### src/rtl/lcd_frame_capture.sv
// Captures the LCD pixel stream, packs four 2-bit pixels per byte and streams whole frames
// into a byte-wide framebuffer port through a small write FIFO, flagging geometry/drop errors.
module lcd_frame_capture #(
    parameter int H_PIXELS = 160,
    parameter int V_LINES  = 144,
    parameter int ADDR_W   = 13,
    parameter int FIFO_D   = 4
) (
    input  logic              clk,
    input  logic              rst,
    input  logic              hs,
    input  logic              vs,
    input  logic              valid,
    input  logic [1:0]        pixel,
    output logic [ADDR_W-1:0] fb_addr,
    output logic [7:0]        fb_wdata,
    output logic              fb_wr,
    input  logic              fb_ready,
    output logic              frame_done,
    output logic [15:0]       frame_count,
    output logic              err_overflow,
    output logic              err_geometry
);
    localparam int PW    = $clog2(H_PIXELS + 1);
    localparam int LW    = $clog2(V_LINES + 1);
    localparam int PTR_W = $clog2(FIFO_D);
    localparam int CW    = PTR_W + 1;
    localparam int EW    = ADDR_W + 8;
    localparam logic [PW-1:0]     H_MAX          = PW'(H_PIXELS);
    localparam logic [LW-1:0]     L_MAX          = LW'(V_LINES);
    localparam logic [ADDR_W-1:0] BYTES_PER_LINE = ADDR_W'(H_PIXELS / 4);

    typedef enum logic [1:0] {WAIT_VS, ACTIVE, DRAIN} state_t;

    state_t            state, state_n;
    logic              hs_q, vs_q;
    logic              hs_rise, vs_rise, frame_end;
    logic [PW-1:0]     pix_cnt;
    logic [LW-1:0]     line_cnt;
    logic [5:0]        acc;
    logic              accept, in_range;
    logic [ADDR_W-1:0] byte_addr;
    logic              push_v;
    logic [ADDR_W-1:0] push_addr;
    logic [7:0]        push_data;
    logic [EW-1:0]     mem [FIFO_D];
    logic [EW-1:0]     head;
    logic [PTR_W:0]    wptr, rptr;
    logic              empty, full, pop, push_ok;
    logic [CW-1:0]     cnt_old, cnt_cur, old_n, cur_n;
    logic [1:0]        pend;

    assign hs_rise   = hs & ~hs_q;
    assign vs_rise   = vs & ~vs_q;
    assign frame_end = vs_rise & (state != WAIT_VS);
    assign accept    = valid & ~hs & ~vs & (state != WAIT_VS);
    assign in_range  = (pix_cnt < H_MAX) && (line_cnt < L_MAX);
    assign byte_addr = ADDR_W'(line_cnt) * BYTES_PER_LINE + ADDR_W'(pix_cnt[PW-1:2]);

    assign empty   = (wptr == rptr);
    assign full    = (wptr[PTR_W] != rptr[PTR_W]) && (wptr[PTR_W-1:0] == rptr[PTR_W-1:0]);
    assign fb_wr   = ~empty;
    assign pop     = fb_wr & fb_ready;
    assign push_ok = push_v & (~full | pop);
    assign head    = mem[rptr[PTR_W-1:0]];
    assign fb_addr  = fb_wr ? head[EW-1:8] : '0;
    assign fb_wdata = fb_wr ? head[7:0] : '0;

    always_comb begin
        state_n    = state;
        frame_done = 1'b0;
        case (state)
            WAIT_VS: if (vs_rise) state_n = ACTIVE;
            ACTIVE:  if (vs_rise) state_n = DRAIN;
            DRAIN: begin
                // One pulse per finished frame once all of its entries have left the FIFO.
                if (cnt_old == '0) begin
                    frame_done = 1'b1;
                    if (pend == 2'd1 && !vs_rise) state_n = ACTIVE;
                end
            end
            default: state_n = WAIT_VS;
        endcase
    end

    // FIFO entries are in order, so finished-frame entries are always the oldest cnt_old ones.
    always_comb begin
        old_n = cnt_old;
        cur_n = cnt_cur;
        if (pop) begin
            if (cnt_old != '0) old_n = old_n - CW'(1);
            else               cur_n = cur_n - CW'(1);
        end
        if (push_ok) cur_n = cur_n + CW'(1);
        if (frame_end) begin
            old_n = old_n + cur_n;
            cur_n = '0;
        end
    end

    always_ff @(posedge clk) begin
        if (push_ok) mem[wptr[PTR_W-1:0]] <= {push_addr, push_data};
    end

    always_ff @(posedge clk) begin
        if (rst) begin
            state        <= WAIT_VS;
            hs_q         <= 1'b0;
            vs_q         <= 1'b0;
            pix_cnt      <= '0;
            line_cnt     <= '0;
            acc          <= '0;
            push_v       <= 1'b0;
            push_addr    <= '0;
            push_data    <= '0;
            wptr         <= '0;
            rptr         <= '0;
            cnt_old      <= '0;
            cnt_cur      <= '0;
            pend         <= '0;
            frame_count  <= '0;
            err_overflow <= 1'b0;
            err_geometry <= 1'b0;
        end else begin
            hs_q    <= hs;
            vs_q    <= vs;
            state   <= state_n;
            cnt_old <= old_n;
            cnt_cur <= cur_n;
            if (frame_done) frame_count <= frame_count + 16'd1;
            case ({frame_end, frame_done})
                2'b10:   pend <= pend + 2'd1;
                2'b01:   pend <= pend - 2'd1;
                default: pend <= pend;
            endcase

            if (vs_rise) begin
                pix_cnt  <= '0;
                line_cnt <= '0;
                if (state == ACTIVE && line_cnt != L_MAX) err_geometry <= 1'b1;
                if (state == DRAIN) err_geometry <= 1'b1;
            end else if (hs_rise && state != WAIT_VS && pix_cnt != '0) begin
                if (pix_cnt != H_MAX) err_geometry <= 1'b1;
                if (line_cnt != L_MAX) line_cnt <= line_cnt + LW'(1);
                pix_cnt <= '0;
            end else if (accept) begin
                if (pix_cnt != H_MAX) pix_cnt <= pix_cnt + PW'(1);
                if (!in_range) err_geometry <= 1'b1;
            end

            push_v <= accept && in_range && (pix_cnt[1:0] == 2'd3);
            if (accept && in_range) begin
                acc       <= {acc[3:0], pixel};
                push_addr <= byte_addr;
                push_data <= {acc, pixel};
            end

            if (push_ok) wptr <= wptr + 1'b1;
            if (pop)     rptr <= rptr + 1'b1;
            if (push_v && full && !pop) err_overflow <= 1'b1;
        end
    end
endmodule

### config.mk
export PLATFORM = sky130hd
export DESIGN_NAME = lcd_frame_capture
export DESIGN_NICKNAME = d
export VERILOG_FILES = /design/src/rtl/lcd_frame_capture.sv
export SDC_FILE = /design/constraint.sdc
export NUM_CORES = 1
export LEC_CHECK = 0
export ABC_AREA = 0
export CELL_PAD_IN_SITES_DETAIL_PLACEMENT = 0
export CELL_PAD_IN_SITES_GLOBAL_PLACEMENT = 1
export CORE_MARGIN = 10
export CORE_UTILIZATION = 43
export CTS_BUF_LIST = sky130_fd_sc_hd__clkbuf_4 sky130_fd_sc_hd__clkbuf_8 sky130_fd_sc_hd__clkbuf_16
export DETAILED_ROUTE_END_ITERATION = 8
export GPL_ROUTABILITY_DRIVEN = 0
export PLACE_DENSITY = 0.85
export SYNTH_ARGS = -nofsm -noshare
export SYNTH_HDL_FRONTEND = slang
export SYNTH_SLANG_ARGS = --single-unit
### constraint.sdc
create_clock -name clk -period 3 [get_ports clk]
set_input_delay 0.6 -clock clk [delete_from_list [all_inputs] [get_ports clk]]
set_output_delay 0.6 -clock clk [all_outputs]
set_load 0.03 [all_outputs]
======== Word-level counts from Yosys, hierarchy flattened ========
Memories as Yosys holds them, arrays and structs flattened. A register that Yosys moved wholly into a read port is not among the register bits.
Index checks and enable logic that the tools add are counted.
storage, ports and cells
  bits in registers ....................... 80
  memories ................................ 1
  memory bits (writable) .................. 84
cells by class
  equality and inequality tests ........... 18
  reduce and logical (&&, ||, !) cells .... 26
  bitwise operators ....................... 15
  add/sub/neg operators ................... 12
  magnitude comparators ................... 2
  muxes and demuxes ....................... 27
  multiply operators ...................... 1
memory list
  memory  words  width  rd ports  clocked after Yosys merged registers in  wr ports  line  source
  mem     4      21     1         1                                        1         46    logic [EW-1:0] mem [FIFO_D];
operators by type and width
  cell                   count
  $mux 3                 6
  $add 16x1->16 const B  1
  $add 8x1->8 const B    2
  $lt 8x8->1 const B     2
  $ne 8x8->1 const B     2
  $add 13x6->13          1
  $mux 13                1
  $mux 2                 6
  $mux 1                 11
  $logic_and 1x1->1      10
  $mul 8x3->10 const B   1
  $add 3x1->3 const B    3
  $and 1x1->1            8
  $mux 8                 1
  $ne 2x2->1 const B     4
  $reduce_and 4->1       2
  $reduce_bool 8->1      1
  $eq 2x1->1 const B     3
  $eq 2x2->1 const B     3
  $ne 3x2->1 const B     2
  $not 1->1              6
  $pmux 2 s3             1
  $reduce_bool 3->1      2
  $sub 3x1->3 const B    2
  16 further kinds       20

======== Depth between registers and ports, before layout ========
Gate-level depths: netlist of the first run.
  word-level depth ........................ 8
  mapped depth ............................ 12

======== Worst setup path after synthesis of the first run ========
No wires, ideal clock.
  path type ............................... input -> register
  from .................................... in fb_ready
  to ...................................... reg cnt_old[2]
  path buffers ............................ 1
  data arrival time ....................... 2873 ps
  required time ........................... 2932 ps
  setup slack ............................. 60 ps
  library setup time ...................... 68 ps
  cell stages on the path ................. 9
  path through ............................ buf_4 > or4_4 > and2_2 > xnor2_1 > ha_1 > fa_1 > xnor3_1 > a21o_1 > a21oi_2
between the ends
  cells in the longest elaborated chain, start to end .. 6
  elaborated cells between the ends (all ways) .. 9
  those cells by class .................... 2 x add/sub; 4 x mux; 3 x bitwise
RTL lines
  element                                     line    source
  start: declaration                          18      input logic fb_ready,
  $and 1x1->1 *                               63      assign pop = fb_wr & fb_ready;
  $mux 3 or $or 1x1->1 (tied branches)        90, 64
  $add 3x1->3 or $and 1x1->1 (tied branches)  94, 64
  $mux 3                                      94      if (push_ok) cur_n = cur_n + CW'(1);
  $add 3x3->3                                 96      old_n = old_n + cur_n;
  $mux 3 *                                    95      if (frame_end) begin
  end signal: assignment                      128     cnt_old <= old_n;
  end: declaration                            50      logic [CW-1:0] cnt_old, cnt_cur, old_n, cur_n;
Mark *: on every way between the ends. The rest lies on a longest branch, timed or not.
A chain may end at the register's enable or synchronous reset.

==> results of run 1 <==
==> worst paths after layout <==
| path | startpoint | endpoint | slack (ns) | cells past startpoint |
|---|---|---|---|---|
| setup / recovery | flop | fb_addr[5] | 0.09 | 4 |
| hold / removal | err_overflow | err_overflow | 0.48 | 2 |
| setup reg to reg | cnt_old[0] | cnt_old[2] | 0.22 | 11 |
| hold reg to reg | err_overflow | err_overflow | 0.48 | 2 |
==> sequential cells by signal (all words and copies together), names as in the netlist, named ones only <==
register / cells
push_data: 3
err_overflow: 1
acc: 5
pend: 2
push_addr: 13
wptr: 3
mem: 84
line_cnt: 8
state: 2
push_v: 1
vs_q: 1
pix_cnt: 8
hs_q: 1
cnt_old: 3
rptr: 3
err_geometry: 1
frame_count: 16
cnt_cur: 3
==> what timing repair did <==
item	in CTS	in global routing
gates resized for setup	1	13
hold buffers	0	0
pin swaps	0	2
endpoints found under the hold margin	0	0
buffers inserted	0	1
setup endpoints to repair	2	7
==> power breakdown <==
group | leakage (nW) | total, W | switching [W] | internal, W
registers | 1.35 | 0.00231 | 0.0000122 | 0.00230
logic | 1.48 | 0.000118 | 0.0000699 | 0.0000478
clock network | 0.300 | 0.00222 | 0.000946 | 0.00127
==> layer usage <==
layer / global-route usage / vias up / part of all wire
met3: 0.03489 / 21 / 0.047
li1: - / 2224 / -
met1: 0.1531 / 2184 / 0.45
met5: 0 / - / 0
met4: 0.05348 / 0 / 0.019
met2: 0.2082 / 93 / 0.48
==> logic make-up after synthesis <==
family,after synthesis
fa+ha+maj,35
mux,28
buf+inv,39
flops,160
compound gates,56
xor+xnor,55
simple gates,215
==> synthesized netlist by cell type, types with 7 or more instances <==
master    count
ha_1         32
clkbuf_1     15
nor2_1       58
a21oi_1      29
xor2_1       30
nand2_1      50
a211oi_1      7
nand3_1      16
xnor2_1      24
and2_1       25
o21ai_0       7
inv_1        15
nor2b_1       9
mux4_2       21
edfxtp_1     84
nand4_1      10
dfxtp_1      76
==> critical path, cell delays in order, from the launching register on <==
cell and delay, ns:
dfxtp_1 0.36, buf_12 0.21, mux4_2 0.53, and2_1 0.17
clkdlybuf4s50_1 0.59
==> cell usage in the layout (no fill, tap or decap), drive strengths merged, types with 2 or more instances in the layout <==
cell	netlist	layout
edfxtp	84	84
dfxtp	76	76
nor2	58	58
nand2	50	50
clkdlybuf4s50	0	37
ha	32	32
xor2	30	30
a21oi	30	30
and2	26	26
xnor2	24	24
inv	15	24
buf	8	23
mux4	21	21
clkbuf	15	17
nand3	16	16
nand4	10	10
nor2b	9	9
and3	9	9
o21ai	7	7
a211oi	7	7
nand2b	6	6
dlymetal6s2s	0	6
mux2i	6	6
and4	5	5
nor3	5	5
nor3b	5	5
a21o	4	4
or3	3	3
nor4	3	3
fa	3	3
clkinv	0	3
nand3b	2	2
nor4b	2	2
or3b	2	2
bufinv	0	2
==> metrics by stage <==
| stage | cells | cell area (µm²) | setup WS, ns | utilization |
|---|---|---|---|---|
| 2_1_floorplan | 588 | 7151 | 0.05977 | - |
| 3_3_place_gp | 850 | 7933 | -0.3028 | 0.4818 |
| 3_5_place_dp | 850 | 7933 | -0.3454 | 0.4818 |
| 4_1_cts | 882 | 8547 | -0.005061 | 0.5191 |
| 5_1_grt | 883 | 8600 | 0.0008540 | 0.5223 |
| 6_report | 883 | 8600 | 0.08554 | 0.5223 |
==> area by class of cell <==
class,instances,share of cell area
clock inverters,15,0.02212
clock buffers,17,0.04947
well taps,220,0.03201
multi-input cells,389,0.3450
repair buffers,67,0.07449
inverters,15,0.006547
flip-flops and latches,160,0.4704
==> impl_metrics.yaml, run 1 <==
status:
  status: "completed"
synthesis:
  synth_top_area_share: 0.3528
  ys_types: 52
  netlist_area_mm2: 0.007151
  ys_warn_count: 0
  postSynth.asyncResetShare: 0
  synth_area_leaders: "edfxtp_1, dfxtp_1, mux4_2"
  yosysTopAreaCell: "edfxtp_1"
  synth-seq-cells: 160
  ys.flop_type: "edfxtp_1"
  muxShareOfSynthArea: 0.07612
  synth_fa_ha_area_frac: 0.06439
  seq_area_frac_synth: 0.5655
  syn_area_per_cell_um2: 12.16
  synth_xor_area_frac: 0.06929
  synth_fp_nets: 631
  synthSimpleGateAreaFrac: 0.1533
  synth_top_family_by_area: "simple AND/OR/NAND/NOR gates"
  syn_inst: 588
  synth_compound_area_frac: 0.04829
  synth_edf_count: 84
route:
  drc: 0
  via_count: 4522
  avgRoutedWirePerCell_um: 15.36
  firstDrtPassIters: 5
  drtIter0Drc: 269
  drt.antenna.violating_nets: 0
  via_per_inst: 5.121
  routed_wl_um: 13570
sta:
  finalSetupViolations: 0
  slew_viol_final: 0
  fin_setup_tns_ns: 0
  worstMarginPinSlew_ns: 0.6844
  fmax_mhz: 343.1
  hold-worst-slack_ns: 0.4776
  rsz0062_at_grt: "false"
  fin_crit_sh: 0.9715
  hold_viol_final: 0
  slew-limit-headroom: 0.5426
  skew_ns: 0.007699
  period_needed_ns: 2.914
worst_hold_path:
  min_path_type: "reg2reg"
grt:
  grt_first_pass_wirelength_um: 22590
  grt_max_degree: 60
  first_global_vias: 4575
  gr-usage-all-layers: 0.1266
  overflow: 0
  antenna_found_initial: 0
job:
  maxCapViolations: 0
die:
  io_pins: 49
  die_height_um: 149.0
  core_mm2: 0.01647
  die-area_mm2: 0.02219
  die_w_um: 149.0
  initial_core_util: 0.4343
  rows: 47
cts:
  cts_tree: "done"
  cts-root-buf: "clkbuf_16"
  htreeDepth: 4
  clk_latency_ns: 0.43
  clockBufferDepth: 2
  clk_pin_slew_ns: 0.06
  cts.sinks: 160
  cts_inserted_buffers: 17
final_layout:
  areaGrowthSynthToFinish_pct: 20.26
  antenna_cells: 0
  layout-drive-gt1-share: 0.1418
  nets: 693
  multi_input_area_mm2: 0.002967
  fillers: 1442
  ff_latch_area_mm2: 0.004045
pwr:
  p_per_area_mw_per_mm2: 539.8
  peakVddDrop_mv: 0.3928
  p_leak_nw: 3.127
  finalPower_w: 0.004642
setup_path:
  cp.required_ns: 2.40
  worstSetupPathType: "reg2out"
  cp-start-kind: "flop"
  arrival_ns: 2.31
  endpoint_kind: "output pin"
  worstPathMaxFanout: 21
placed_design:
  dp_hpwl_um: 9092
  port_buffers: 48
Note: power is estimated with default switching activity, not from simulation.
==> run 2, diff against run 1 <==
- clock period: 3 -> 2.4 ns (I/O delays scaled with it)
==> impl_metrics.yaml, run 2 (same netlist as run 1, synthesis figures left out) <==
worst_hold_path:
  hp-start: "err_overflow"
  holdPathStages: 2
  min_path_type: "reg2reg"
  hold_end: "err_overflow"
final_layout:
  fillers: 1347
  antenna_cells: 0
  largest_reg_flops: 84
  final_util: 0.5539
  nets: 734
  final_cell_mix: "edfxtp_1, dfxtp_1, nor2_1"
  final_common_cell: "edfxtp_1"
  layout-drive-gt1-share: 0.2756
  layout.cells.non_filler: 924
  final_area_mm2: 0.009120
  areaGrowthSynthToFinish_pct: 27.54
die:
  die-area_mm2: 0.02219
  io_pins: 49
  die_w_um: 149.0
  initial_core_util: 0.4343
  die_height_um: 149.0
  core_mm2: 0.01647
  rows: 47
cts:
  cts.sinks: 160
  htreeDepth: 4
  clockBufferDepth: 2
  cts_inserted_buffers: 17
  clk_pin_slew_ns: 0.06
  clk_latency_ns: 0.43
  cts-root-buf: "clkbuf_16"
  cts_tree: "done"
  hold_buffers: 0
setup_path:
  reg2reg_slack_ns: -0.10
  endpoint_kind: "flop"
  worstSetupPathType: "reg2reg"
  r2r_cells: 9
  cp.required_ns: 2.76
  critical-path-top-cell-by-count: "xnor2_4"
  crit_chain: "xnor2_4, or4_4, and2_4, xnor2_4, ha_4, fa_2, xnor3_1, a21o_1, a21oi_2"
  cp-start-kind: "flop"
  r2r-start: "rptr[2]"
  critical-path-slowest-cell: "or4_4"
  reg2reg_to: "cnt_old[2]"
  worstPathMaxFanout: 3
  arrival_ns: 2.86
  cpPeakStageDelay_ns: 0.56
sta:
  hold_viol_final: 0
  finalSetupViolations: 1
  rsz0062_at_grt: "true"
  slew-limit-headroom: 0.5629
  hold-worst-slack_ns: 0.4740
  skew_ns: 0.01186
  fin_setup_tns_ns: -0.1033
  fin_crit_sh: 1.043
  worstMarginPinSlew_ns: 0.6557
  period_needed_ns: 2.503
  slew_viol_final: 0
  fmax_mhz: 399.5
  fin_ws_ns: -0.1033
grt:
  grt_max_degree: 60
  antenna_found_initial: 0
  first_global_vias: 4726
  grt_first_pass_wirelength_um: 23020
  gr-usage-all-layers: 0.1285
  overflow: 0
placed_design:
  dp.cells: 887
  port_buffers: 48
  dp_hpwl_um: 9262
  placed_area_mm2: 0.008302
status:
  status: "finished, violations left"
  violations: "setup timing"
route:
  drt.antenna.violating_nets: 0
  drc: 0
  via_per_inst: 5.047
  drtIter0Drc: 238
  via_count: 4663
  firstDrtPassIters: 5
  avgRoutedWirePerCell_um: 15.58
  routed_wl_um: 14390
job:
  maxCapViolations: 0
pwr:
  peakVddDrop_mv: 0.5330
  p_per_area_mw_per_mm2: 620.0
  p_leak_nw: 3.311
## run 2: cell types whose count changed in the layout (fill, tap and decap cells not counted), sizes merged, moves of 3 or more
cell / previous run / this run
buf: 23 / 80
clkdlybuf4s50: 37 / 24
clkinv: 3 / 6
dlymetal6s2s: 6 / 0
inv: 24 / 20
## run 2: area by class of cell
class	instances	area (µm²)	share of cell area
Sequential cell	160	4068	0.4460
Multi-Input combinational cell	389	3211	0.3520
Timing Repair Buffer	108	930.9	0.1021
Clock buffer	17	425.4	0.04665
Tap cell	220	275.3	0.03018
Clock inverter	15	153.9	0.01687
Inverter	15	56.30	0.006174
## run 2: per-stage QoR
step                worst slack [ns]  total power, W
floorplan                   -0.05272        0.003047
global placement             -0.4504        0.003099
finish                       -0.1033        0.005654
detailed placement           -0.5139        0.003104
global route                 -0.1929        0.005831
CTS                          -0.1450        0.005698
## run 2: worst max-delay path by stage
stage | slack [ns] | endpoint | startpoint
6_report | -0.10 | cnt_old[2] | rptr[2]
5_1_grt | -0.19 | cnt_old[2] | rptr[2]
4_1_cts | -0.14 | fb_addr[12] | flop
3_5_place_dp | -0.51 | cnt_old[2] | fb_ready
3_3_place_gp | -0.45 | cnt_old[2] | fb_ready
2_1_floorplan | -0.05 | cnt_old[2] | fb_ready
## run 2: layer usage
metal / part of all wire / vias to the layer above / global-route usage
met5: 0 / - / 0
met4: 0.012 / 0 / 0.04858
met3: 0.040 / 11 / 0.03610
met2: 0.50 / 92 / 0.2149
met1: 0.45 / 2256 / 0.1541
li1: - / 2304 / -
## run 2: repair_timing
| action | in CTS | in global routing |
|---|---|---|
| pin swaps | 12 | 10 |
| gates resized for setup | 72 | 63 |
| setup endpoints to repair | 25 | 28 |
| gates cloned | 0 | 3 |
| buffers inserted | 0 | 2 |
## run 2: critical path: cells and delay by family, from the launching register on
| kind | cells | cell delay (ns) |
|---|---|---|
| XOR/XNOR | 3 | 0.52 |
| flip-flops | 1 | 0.36 |
| adder cells (fa/ha/maj) | 2 | 0.53 |
| AND/OR/NAND/NOR | 2 | 0.74 |
| AO/OA/AOI/OAI | 2 | 0.28 |
## run 2: report_power, final
group | leakage, nW | internal (W) | total [W] | switching, W
registers | 1.36 | 0.00287 | 0.00288 | 0.0000148
clock network | 0.274 | 0.00146 | 0.00261 | 0.00115
logic | 1.68 | 0.0000718 | 0.000164 | 0.0000922
